==> src/rtl/softmax_stream.sv <==
// softmax_stream: argmax scan, exp ROM lookup with running sum, and restoring-divider normalisation
// States: IDLE accept vector | MAX argmax scan | EXP rom lookup + sum | DIV normalise | DONE hold result
module softmax_stream #(
    parameter int NUM_CLASSES = 2,
    parameter int DATA_WIDTH  = 16,
    parameter int LUT_SIZE    = 256,
    parameter int LUT_WIDTH   = 16,
    parameter int EXP_SHIFT   = 0,
    parameter int PROB_WIDTH  = 16,
    parameter int ARGMAX_ONLY = 0,
    localparam int CLASS_W    = (NUM_CLASSES > 2) ? $clog2(NUM_CLASSES) : 1
) (
    input  logic                              clk,
    input  logic                              rst,
    input  logic                              in_valid,
    output logic                              in_ready,
    input  logic [NUM_CLASSES*DATA_WIDTH-1:0] in_logits,
    output logic                              out_valid,
    input  logic                              out_ready,
    output logic [NUM_CLASSES*PROB_WIDTH-1:0] out_prob,
    output logic [CLASS_W-1:0]                out_class
);

    localparam bit AM = (ARGMAX_ONLY != 0);

    typedef enum logic [2:0] {S_IDLE, S_MAX, S_EXP, S_DIV, S_DONE} state_t;

    state_t                       state_q, state_d;
    logic [CLASS_W-1:0]           cls_q, cls_d;
    logic [CLASS_W-1:0]           arg_q, arg_d;
    logic [CLASS_W-1:0]           out_class_q, out_class_d;
    logic signed [DATA_WIDTH-1:0] max_q, max_d;
    logic signed [DATA_WIDTH-1:0] logit_q [NUM_CLASSES];
    logic signed [DATA_WIDTH-1:0] cur_logit;
    logic                         out_valid_q, out_valid_d;
    logic                         cls_last, bit_last, accept;

    // exp(-k/16) in Q60: Taylor series for exp(-1/16), then k rounded multiplies
    function automatic logic [LUT_WIDTH-1:0] exp_entry(input int k);
        logic [127:0] one, step, term, val, scaled;
        one  = 128'd1 << 60;
        step = one;
        term = one;
        for (int n = 1; n < 16; n++) begin
            term = term / 128'(16 * n);
            if (n % 2 == 1) step = step - term;
            else            step = step + term;
        end
        val = one;
        for (int j = 0; j < k; j++) val = (val * step + (one >> 1)) >> 60;
        scaled = (val * ((128'd1 << LUT_WIDTH) - 128'd1) + (one >> 1)) >> 60;
        return scaled[LUT_WIDTH-1:0];
    endfunction

    assign accept    = (state_q == S_IDLE) && in_valid;
    assign cur_logit = logit_q[cls_q];
    assign cls_last  = (cls_q == CLASS_W'(NUM_CLASSES - 1));
    assign in_ready  = (state_q == S_IDLE);
    assign out_valid = out_valid_q;
    assign out_class = out_class_q;

    always_ff @(posedge clk or posedge rst) begin
        if (rst) begin
            state_q     <= S_IDLE;
            cls_q       <= '0;
            arg_q       <= '0;
            max_q       <= '0;
            out_valid_q <= 1'b0;
            out_class_q <= '0;
            for (int k = 0; k < NUM_CLASSES; k++) logit_q[k] <= '0;
        end else begin
            state_q     <= state_d;
            cls_q       <= cls_d;
            arg_q       <= arg_d;
            max_q       <= max_d;
            out_valid_q <= out_valid_d;
            out_class_q <= out_class_d;
            if (accept) begin
                for (int k = 0; k < NUM_CLASSES; k++)
                    logit_q[k] <= in_logits[k*DATA_WIDTH +: DATA_WIDTH];
            end
        end
    end

    always_comb begin
        state_d     = state_q;
        cls_d       = cls_q;
        arg_d       = arg_q;
        max_d       = max_q;
        out_valid_d = out_valid_q;
        out_class_d = out_class_q;
        case (state_q)
            S_IDLE: begin
                if (in_valid) begin
                    state_d = S_MAX;
                    cls_d   = '0;
                    arg_d   = '0;
                    max_d   = signed'(in_logits[DATA_WIDTH-1:0]);
                end
            end
            S_MAX: begin
                // strict compare keeps the lowest index on ties
                if (cur_logit > max_q) begin
                    max_d = cur_logit;
                    arg_d = cls_q;
                end
                if (cls_last) begin
                    cls_d   = '0;
                    state_d = AM ? S_DONE : S_EXP;
                end else begin
                    cls_d = cls_q + CLASS_W'(1);
                end
            end
            S_EXP: begin
                if (cls_last) begin
                    cls_d   = '0;
                    state_d = S_DIV;
                end else begin
                    cls_d = cls_q + CLASS_W'(1);
                end
            end
            S_DIV: begin
                if (bit_last) begin
                    if (cls_last) begin
                        cls_d   = '0;
                        state_d = S_DONE;
                    end else begin
                        cls_d = cls_q + CLASS_W'(1);
                    end
                end
            end
            S_DONE: begin
                // first DONE cycle registers the result, then it is held until taken
                if (!out_valid_q) begin
                    out_valid_d = 1'b1;
                    out_class_d = arg_q;
                end else if (out_ready) begin
                    out_valid_d = 1'b0;
                    state_d     = S_IDLE;
                end
            end
            default: state_d = S_IDLE;
        endcase
    end

    generate
        if (AM) begin : g_argmax
            assign out_prob = '0;
            assign bit_last = 1'b0;
        end else begin : g_softmax
            localparam int IDX_W  = (LUT_SIZE > 1) ? $clog2(LUT_SIZE) : 1;
            localparam int SUM_W  = LUT_WIDTH + CLASS_W + 1;
            localparam int REM_W  = SUM_W + 1;
            localparam int BIT_W  = (PROB_WIDTH > 1) ? $clog2(PROB_WIDTH) : 1;
            localparam int DIFF_W = DATA_WIDTH + 1;

            logic [LUT_WIDTH-1:0]  rom [LUT_SIZE];
            logic [LUT_WIDTH-1:0]  e_q [NUM_CLASSES];
            logic [PROB_WIDTH-1:0] prob_q [NUM_CLASSES];
            logic [DIFF_W-1:0]     diff, diff_sh;
            logic [IDX_W-1:0]      idx;
            logic [LUT_WIDTH-1:0]  e_cur, e_div;
            logic [SUM_W-1:0]      sum_q;
            logic [REM_W-1:0]      rem_q, r_cur, r_dbl, r_nxt;
            logic [PROB_WIDTH-1:0] quo_q, quo_base, quo_nxt;
            logic [BIT_W-1:0]      bit_q;
            logic                  ge, sat;

            for (genvar g = 0; g < LUT_SIZE; g++) begin : g_rom
                localparam logic [LUT_WIDTH-1:0] ENTRY = exp_entry(g);
                assign rom[g] = ENTRY;
            end

            always_comb begin
                diff    = {max_q[DATA_WIDTH-1], max_q} - {cur_logit[DATA_WIDTH-1], cur_logit};
                diff_sh = diff >> EXP_SHIFT;
                idx     = (diff_sh > DIFF_W'(LUT_SIZE - 1)) ? IDX_W'(LUT_SIZE - 1) : IDX_W'(diff_sh);
                e_cur   = rom[idx];
                e_div   = e_q[cls_q];
                // e_i <= sum, so the only quotient that overflows is e_i == sum
                sat      = (SUM_W'(e_div) >= sum_q);
                r_cur    = (bit_q == '0) ? REM_W'(e_div) : rem_q;
                r_dbl    = r_cur << 1;
                ge       = (r_dbl >= REM_W'(sum_q));
                r_nxt    = ge ? (r_dbl - REM_W'(sum_q)) : r_dbl;
                quo_base = (bit_q == '0) ? '0 : quo_q;
                quo_nxt  = (quo_base << 1) | PROB_WIDTH'(ge);
            end

            assign bit_last = (bit_q == BIT_W'(PROB_WIDTH - 1));

            always_ff @(posedge clk or posedge rst) begin
                if (rst) begin
                    sum_q <= '0;
                    rem_q <= '0;
                    quo_q <= '0;
                    bit_q <= '0;
                    for (int k = 0; k < NUM_CLASSES; k++) begin
                        e_q[k]    <= '0;
                        prob_q[k] <= '0;
                    end
                end else begin
                    if (accept) sum_q <= '0;
                    if (state_q == S_EXP) begin
                        e_q[cls_q] <= e_cur;
                        sum_q      <= sum_q + SUM_W'(e_cur);
                    end
                    if (state_q == S_DIV) begin
                        rem_q <= r_nxt;
                        quo_q <= quo_nxt;
                        if (bit_last) begin
                            bit_q         <= '0;
                            prob_q[cls_q] <= sat ? '1 : quo_nxt;
                        end else begin
                            bit_q <= bit_q + BIT_W'(1);
                        end
                    end
                end
            end

            for (genvar g = 0; g < NUM_CLASSES; g++) begin : g_pack
                assign out_prob[g*PROB_WIDTH +: PROB_WIDTH] = prob_q[g];
            end
        end
    endgenerate

endmodule

==> config.mk <==
export PLATFORM = sky130hd
export DESIGN_NAME = softmax_stream
export DESIGN_NICKNAME = d
export VERILOG_FILES = /design/src/rtl/softmax_stream.sv
export SDC_FILE = /design/constraint.sdc
export NUM_CORES = 1
export LEC_CHECK = 0
export BUFFER_PORTS_ARGS = -buffer_cell sky130_fd_sc_hd__buf_2
export CAP_MARGIN = 15
export CORE_MARGIN = 5
export CORE_UTILIZATION = 60
export CTS_CLUSTER_SIZE = 24
export DETAILED_ROUTE_END_ITERATION = 7
export PLACE_DENSITY = 0.79
export SYNTH_ARGS = -nofsm -noshare
export SYNTH_HDL_FRONTEND = slang
export SYNTH_SLANG_ARGS = --single-unit
==> constraint.sdc <==
create_clock -name clk -period 17.8 [get_ports clk]
set_clock_uncertainty 0.1 [all_clocks]
set_input_delay 3.56 -clock clk [delete_from_list [all_inputs] [get_ports clk]]
set_output_delay 3.56 -clock clk [all_outputs]
set_load 0.01 [all_outputs]
# [Word-level counts from Yosys, hierarchy flattened]
# Memories as Yosys holds them, arrays and structs flattened.
# Index checks and enable logic that the tools add are counted.
[classes] n_addsub=5 eq_ne=13 mux=39 n_reduce_logical=13 magnitude_cmp=7 bitwise=4
[op_table] cell="two-way mux 16 bit" count=12
[op_table] cell="two-way mux 18 bit" count=4
[op_table] cell="bitwise mux 32 bit" count=2
[op_table] cell="one-hot mux 16 bit (2 select lines)" count=1
[op_table] cell="two-way mux 3 bit" count=7
[op_table] cell="greater-or-equal comparator 19 x 18 -> 1 bit" count=1
[op_table] cell="adder 18 x 16 -> 18 bit" count=1
[op_table] cell="greater-or-equal comparator 16 x 18 -> 1 bit" count=1
[op_table] cell="subtractor 18 bit" count=1
[op_table] cell="greater-than comparator 17 x 8 -> 1 bit (second input constant)" count=1
[op_table] cell="subtractor 16 x 16 -> 17 bit" count=1
[op_table] cell="demux 16 bit (select 1 bit)" count=1
[op_table] cell="greater-than comparator 16 bit" count=1
[op_table] cell="inequality test 2 bit (second input constant)" count=8
[op_table] cell="OR 16 x 1 -> 16 bit" count=1
[op_table] cell="two-way mux 15 bit" count=1
[op_table] cell="one-hot mux 3 bit (5 select lines)" count=1
[op_table] cell="greater-or-equal comparator 9 bit (second input constant)" count=1
[op_table] cell="NOT 8 -> 9 bit" count=1
[op_table] cell="two-way mux 8 bit" count=1
[op_table] cell="AND reduction 7 bit" count=1
[op_table] cell="== test 3 x 2 -> 1 bit (second input constant)" count=2
[op_table] cell="two-way mux 1 bit" count=6
[op_table] cell="AND reduction 3 bit" count=2
[op_table] cell="19 further kinds" count=22
[totals] ff_bits=174 mem_bits_ro=4096 n_memories=1 wordCells=98 out_inout_bits=35
[mem_list] memory="(name not given)" depth=256 width=16 rd=1 rd_ports_with_merged_regs=0 write_ports=0 line_no="178" text="e_cur = rom[idx];"

# [Longest topological paths before layout]
[logic_depth] depth_word=13 mapped_depth=40 depth_no_buf=34

# [Worst setup path after synthesis]
# No wires, ideal clock.
[synth_path] path_type="reg2reg" start="reg cls_q, in the netlist cls_last" end="reg g_softmax.sum_q[16]" synth_period_minus_slack_ns=8.051 setup_time_ns=0.124 slack_ns=9.749 stages_incl_launch_ff=39 arrival_ns=7.827 path_cell_list="dfrtp_1 > clkbuf_1 > buf_1 > clkbuf_1 > mux2i_1 > ha_1 > a211o_1 > a21o_1 > o21ai_2 > a31oi_1 > or4_4 > a2111oi_4 > buf_4 > nand2_2 > clkbuf_1 > nor2_1 > inv_1 > ha_1 > [3 not listed] > o31a_1 > o311ai_0 > a221oi_1 > o2111ai_1 > inv_1 > ha_1 > fa_1 > a21o_1 > a21oi_1 > o21bai_1 > a211oi_1 > o31a_1 > a21oi_1 > a21oi_1 > o21ai_0 > a211oi_1 > nor2_1 > mux2i_1"
[synth_between] elab_chain_cells=13
[synth_lines] item="start: declaration" line_no="29" text="logic [CLASS_W-1:0] cls_q, cls_d;"
[synth_lines] item="start signal: assignment" line_no="73" text="cls_q <= cls_d;"
[synth_lines] item="NOT 1 -> 2 bit (not written as such) (*)" line_no="56" text="assign cur_logit = logit_q[cls_q];"
[synth_lines] item="two-way mux 16 bit (not written as such) (*) (3 in series)" line_no="56"
[synth_lines] item="subtractor 16 x 16 -> 17 bit (*)" line_no="175" text="diff = {max_q[DATA_WIDTH-1], max_q} - {cur_logit[DATA_WIDTH-1], cur_logit};"
[synth_lines] item="greater-than comparator 17 x 8 -> 1 bit" line_no="177" text="idx = (diff_sh > DIFF_W'(LUT_SIZE - 1)) ? IDX_W'(LUT_SIZE - 1) : IDX_W'(diff_sh);"
[synth_lines] item="two-way mux 8 bit (*)" line_no="177"
[synth_lines] item="NOT 8 -> 9 bit (not written as such) (*)" line_no="178"
[synth_lines] item="memory (256 x 16 bit) (*)"
[synth_lines] item="two-way mux 16 bit (not written as such) (*) (2 in series)" line_no="178"
[synth_lines] item="via g_softmax.e_cur[0]" line_no="162" text="logic [LUT_WIDTH-1:0] e_cur, e_div;"
[synth_lines] item="adder 18 x 16 -> 18 bit (*)" line_no="206" text="sum_q <= sum_q + SUM_W'(e_cur);"
[synth_lines] item="two-way mux 18 bit (*)" line_no="204" text="if (state_q == S_EXP) begin"
[synth_lines] item="end signal: assignment" line_no="206"
[synth_lines] item="end: declaration" line_no="163" text="logic [SUM_W-1:0] sum_q;"
# Mark *: on every way through the listed nets, which the timed path passes. The rest lies on a longest branch. The select of a mux whose other input is x is not followed.
# A chain may end at the register's enable or synchronous reset.

# [Final worst setup path]
# Ends and elaborated chain as after synthesis.

==> out/summary.txt <==
Status -> complete, no violations
Clk pin slew, worst setup/hold paths -> 0.08 ns
Final ANT Viol Nets -> 0
Iter 0 DRT Violations -> 1279
Critical path data required time -> 18.00 ns
Overflow after GRT -> 0
Yosys top cell area share -> 33.94%
Final Max Slew Viols -> 0
Post-DR wirelength/cell -> 20.25 um
Vias in the first global route -> 11465
Register bit count reported by yosys -> 174
CTS tree -> yes
Worst hold path type -> register to register
# Max-Cap Violations -> 0
Mapped Area -> 0.01283 mm2
Minimum clock period -> 9.820 ns
Count of different cell masters after synthesis -> 77
Sequential share of the synthesized area -> 33.94%
CTS Sinks -> 174
Clock buffer depth -> 2
Avg Cell Area, Syn -> 8.229 um2
Count leader, synth -> nand2_1
Worst path max stage delay -> 0.73 ns
Input/output buffers -> 70
Vias per cell -> 6.492
Ant diodes -> 0
Hold Buf Count CTS -> 0
FFs w/ async S/R, synth -> 100.0%
Most used cell, CP -> a21oi_1
Total global-route track usage -> 30.28%
Critical path class -> register to register
I/O Pins -> 71
Worst Setup SP -> cls_last$_DFFE_PP0P_
Clk_lat worst skew -> 0.44 ns
Setup bufs post-CTS -> 0
Fin crit share -> 55.17%
Pre-CTS setup slack -> 8.266 ns
Die area -> 0.02440 mm2
Ys Warns -> 0
# rows -> 53
Final hold violation count -> 0
DRC -> 0
Critical path fanouts, max -> 41
Root buffer cell -> clkbuf_16
Core area -> 0.02102 mm2
Initial antenna violation count -> 0
H-tree depth -> 4
Fmax -> 101.8 MHz
Post-Synthesis Cells -> 1559
Slew headroom -> 20.72%
Final Cell Area -> 0.01402 mm2
Initial cell density of the core -> 61.03%
Worst-Margin Slew -> 1.188 ns
Drt pass-1 iters -> 6
Top post-synthesis cells by area -> dfrtp_1 34%, ha_1 7.9%, nand2_1 6.8%, mux2_2 6.1%, o21ai_0 5.7%
Worst Path Arrival -> 10.02 ns
Share of cells above drive strength 1 -> 14.19%
Routability congestion estimate -> 1.025
Post-cts resize count -> 0
Dominant synthesized flop cell -> dfrtp_1
Synth cell count leaders -> 232 x nand2_1, 174 x dfrtp_1, 145 x o21ai_0, 137 x nor2_1, 101 x a21oi_1
Post-route core utilization -> 66.70%
Fin nets -> 1686
Vias -> 12036
RR Startpoint -> cls_last$_DFFE_PP0P_
Die X -> 156.2 um
Final wirelength -> 37550 um
Placed cell area -> 0.01337 mm2
Worst setup SP type -> register
Slowest cell on the critical path -> and2_1
Worst setup EP type -> register
Pin count of the biggest net entering global routing -> 103
Synthesis-to-layout area growth -> 9.305%
Final setup vio count -> 0
Total CTS buffers -> 17
Post-synth EDFFs -> 0
Worst setup margin -> 7.980 ns
Hold path startpoint -> g_softmax.e_q[13]$_DFFE_PP0P_
First-pass GRT wire length -> 60020 um
Syn Nets -> 1679
Chip Height -> 156.2 um
Yosys top cell by area -> dfrtp_1
RSZ-0062 raised after global routing -> no
Setup TNS -> 0 ns
DP Wirelength -> 26320 um
through the flow:
stage	hold slack [ns]	instances
floorplan	0.3376	1559
global placement	0.3506	1821
detailed placement	0.3568	1821
CTS	0.3766	1853
global route	0.3957	1854
finish	0.3770	1854
sequential cells by signal, summed over array words and instances (netlist names):
| register | cells |
|---|---|
| g_softmax.e_q | 32 |
| logit_q | 32 |
| out_prob | 32 |
| g_softmax.rem_q | 18 |
| g_softmax.sum_q | 18 |
| max_q | 16 |
| g_softmax.quo_q | 15 |
| g_softmax.bit_q | 4 |
| state_q | 3 |
| arg_q | 1 |
| cls_last | 1 |
| out_class | 1 |
| out_valid | 1 |
per-layer routing:
metal  vias up  GRT usage, %  part of all wire, %
li1       5659             -                    -
met3       152         6.029                  7.7
met5         -             0                    0
met2       558         48.51                   46
met1      5667         39.70                   41
met4         0         14.26                  5.0
final timing paths:
path                                              endpoint  slack [ns]  depth (start not counted)
max                        g_softmax.sum_q[16]$_DFFE_PP0P_        7.98                         35
min                          g_softmax.e_q[13]$_DFFE_PP0P_        0.38                          2
max reg2reg                g_softmax.sum_q[16]$_DFFE_PP0P_        7.98                         35
min reg2reg                  g_softmax.e_q[13]$_DFFE_PP0P_        0.38                          2
max in group asynchronous    g_softmax.e_q[31]$_DFFE_PP0P_       12.91                          3
min in group asynchronous          out_prob[4]$_DFFE_PP0P_        3.23                          2
kinds of logic (layout without fill, tap and decap cells):
| logic type | after synthesis | in the layout | share of synthesized area [%] |
|---|---|---|---|
| simple gates | 508 | 508 | 17.24 |
| buf+inv | 164 | 184 | 4.925 |
| xor+xnor | 39 | 39 | 2.663 |
| fa+ha+maj | 84 | 84 | 8.368 |
| mux | 105 | 105 | 8.885 |
| flops | 174 | 174 | 33.94 |
| compound gates | 485 | 485 | 23.97 |
cell type report:
class                           count  area [um2]
Inverter                           62       237.7
Clock inverter                     15       209.0
Clock buffer                       17       425.4
Sequential cell                   174        4355
Timing Repair Buffer               90       508.0
Multi-Input combinational cell   1221        7943
Fill cell                        1721        6999
Tap cell                          275       344.1
layout by cell type (no fill, tap or decap), types with 22 or more instances in the layout:
master,count
nand2_1,231
dfrtp_1,173
o21ai_0,145
nor2_1,137
a21oi_1,101
ha_1,81
buf_2,70
mux2_2,69
inv_1,61
a31oi_1,51
nand3_1,35
mux2i_1,34
nor3_1,23
xnor2_1,22
worst max-delay path: cells and delay by family, from the launching register on:
kind            cells  cell delay [ns]
flops               1             0.34
simple gates        5             1.45
compound gates     20             4.31
mux                 2             0.54
buf+inv             3             0.87
fa+ha+maj           5             2.00
Power is not shown: default switching activity piles up to over one toggle a cycle in this logic, so the estimate is an artifact.
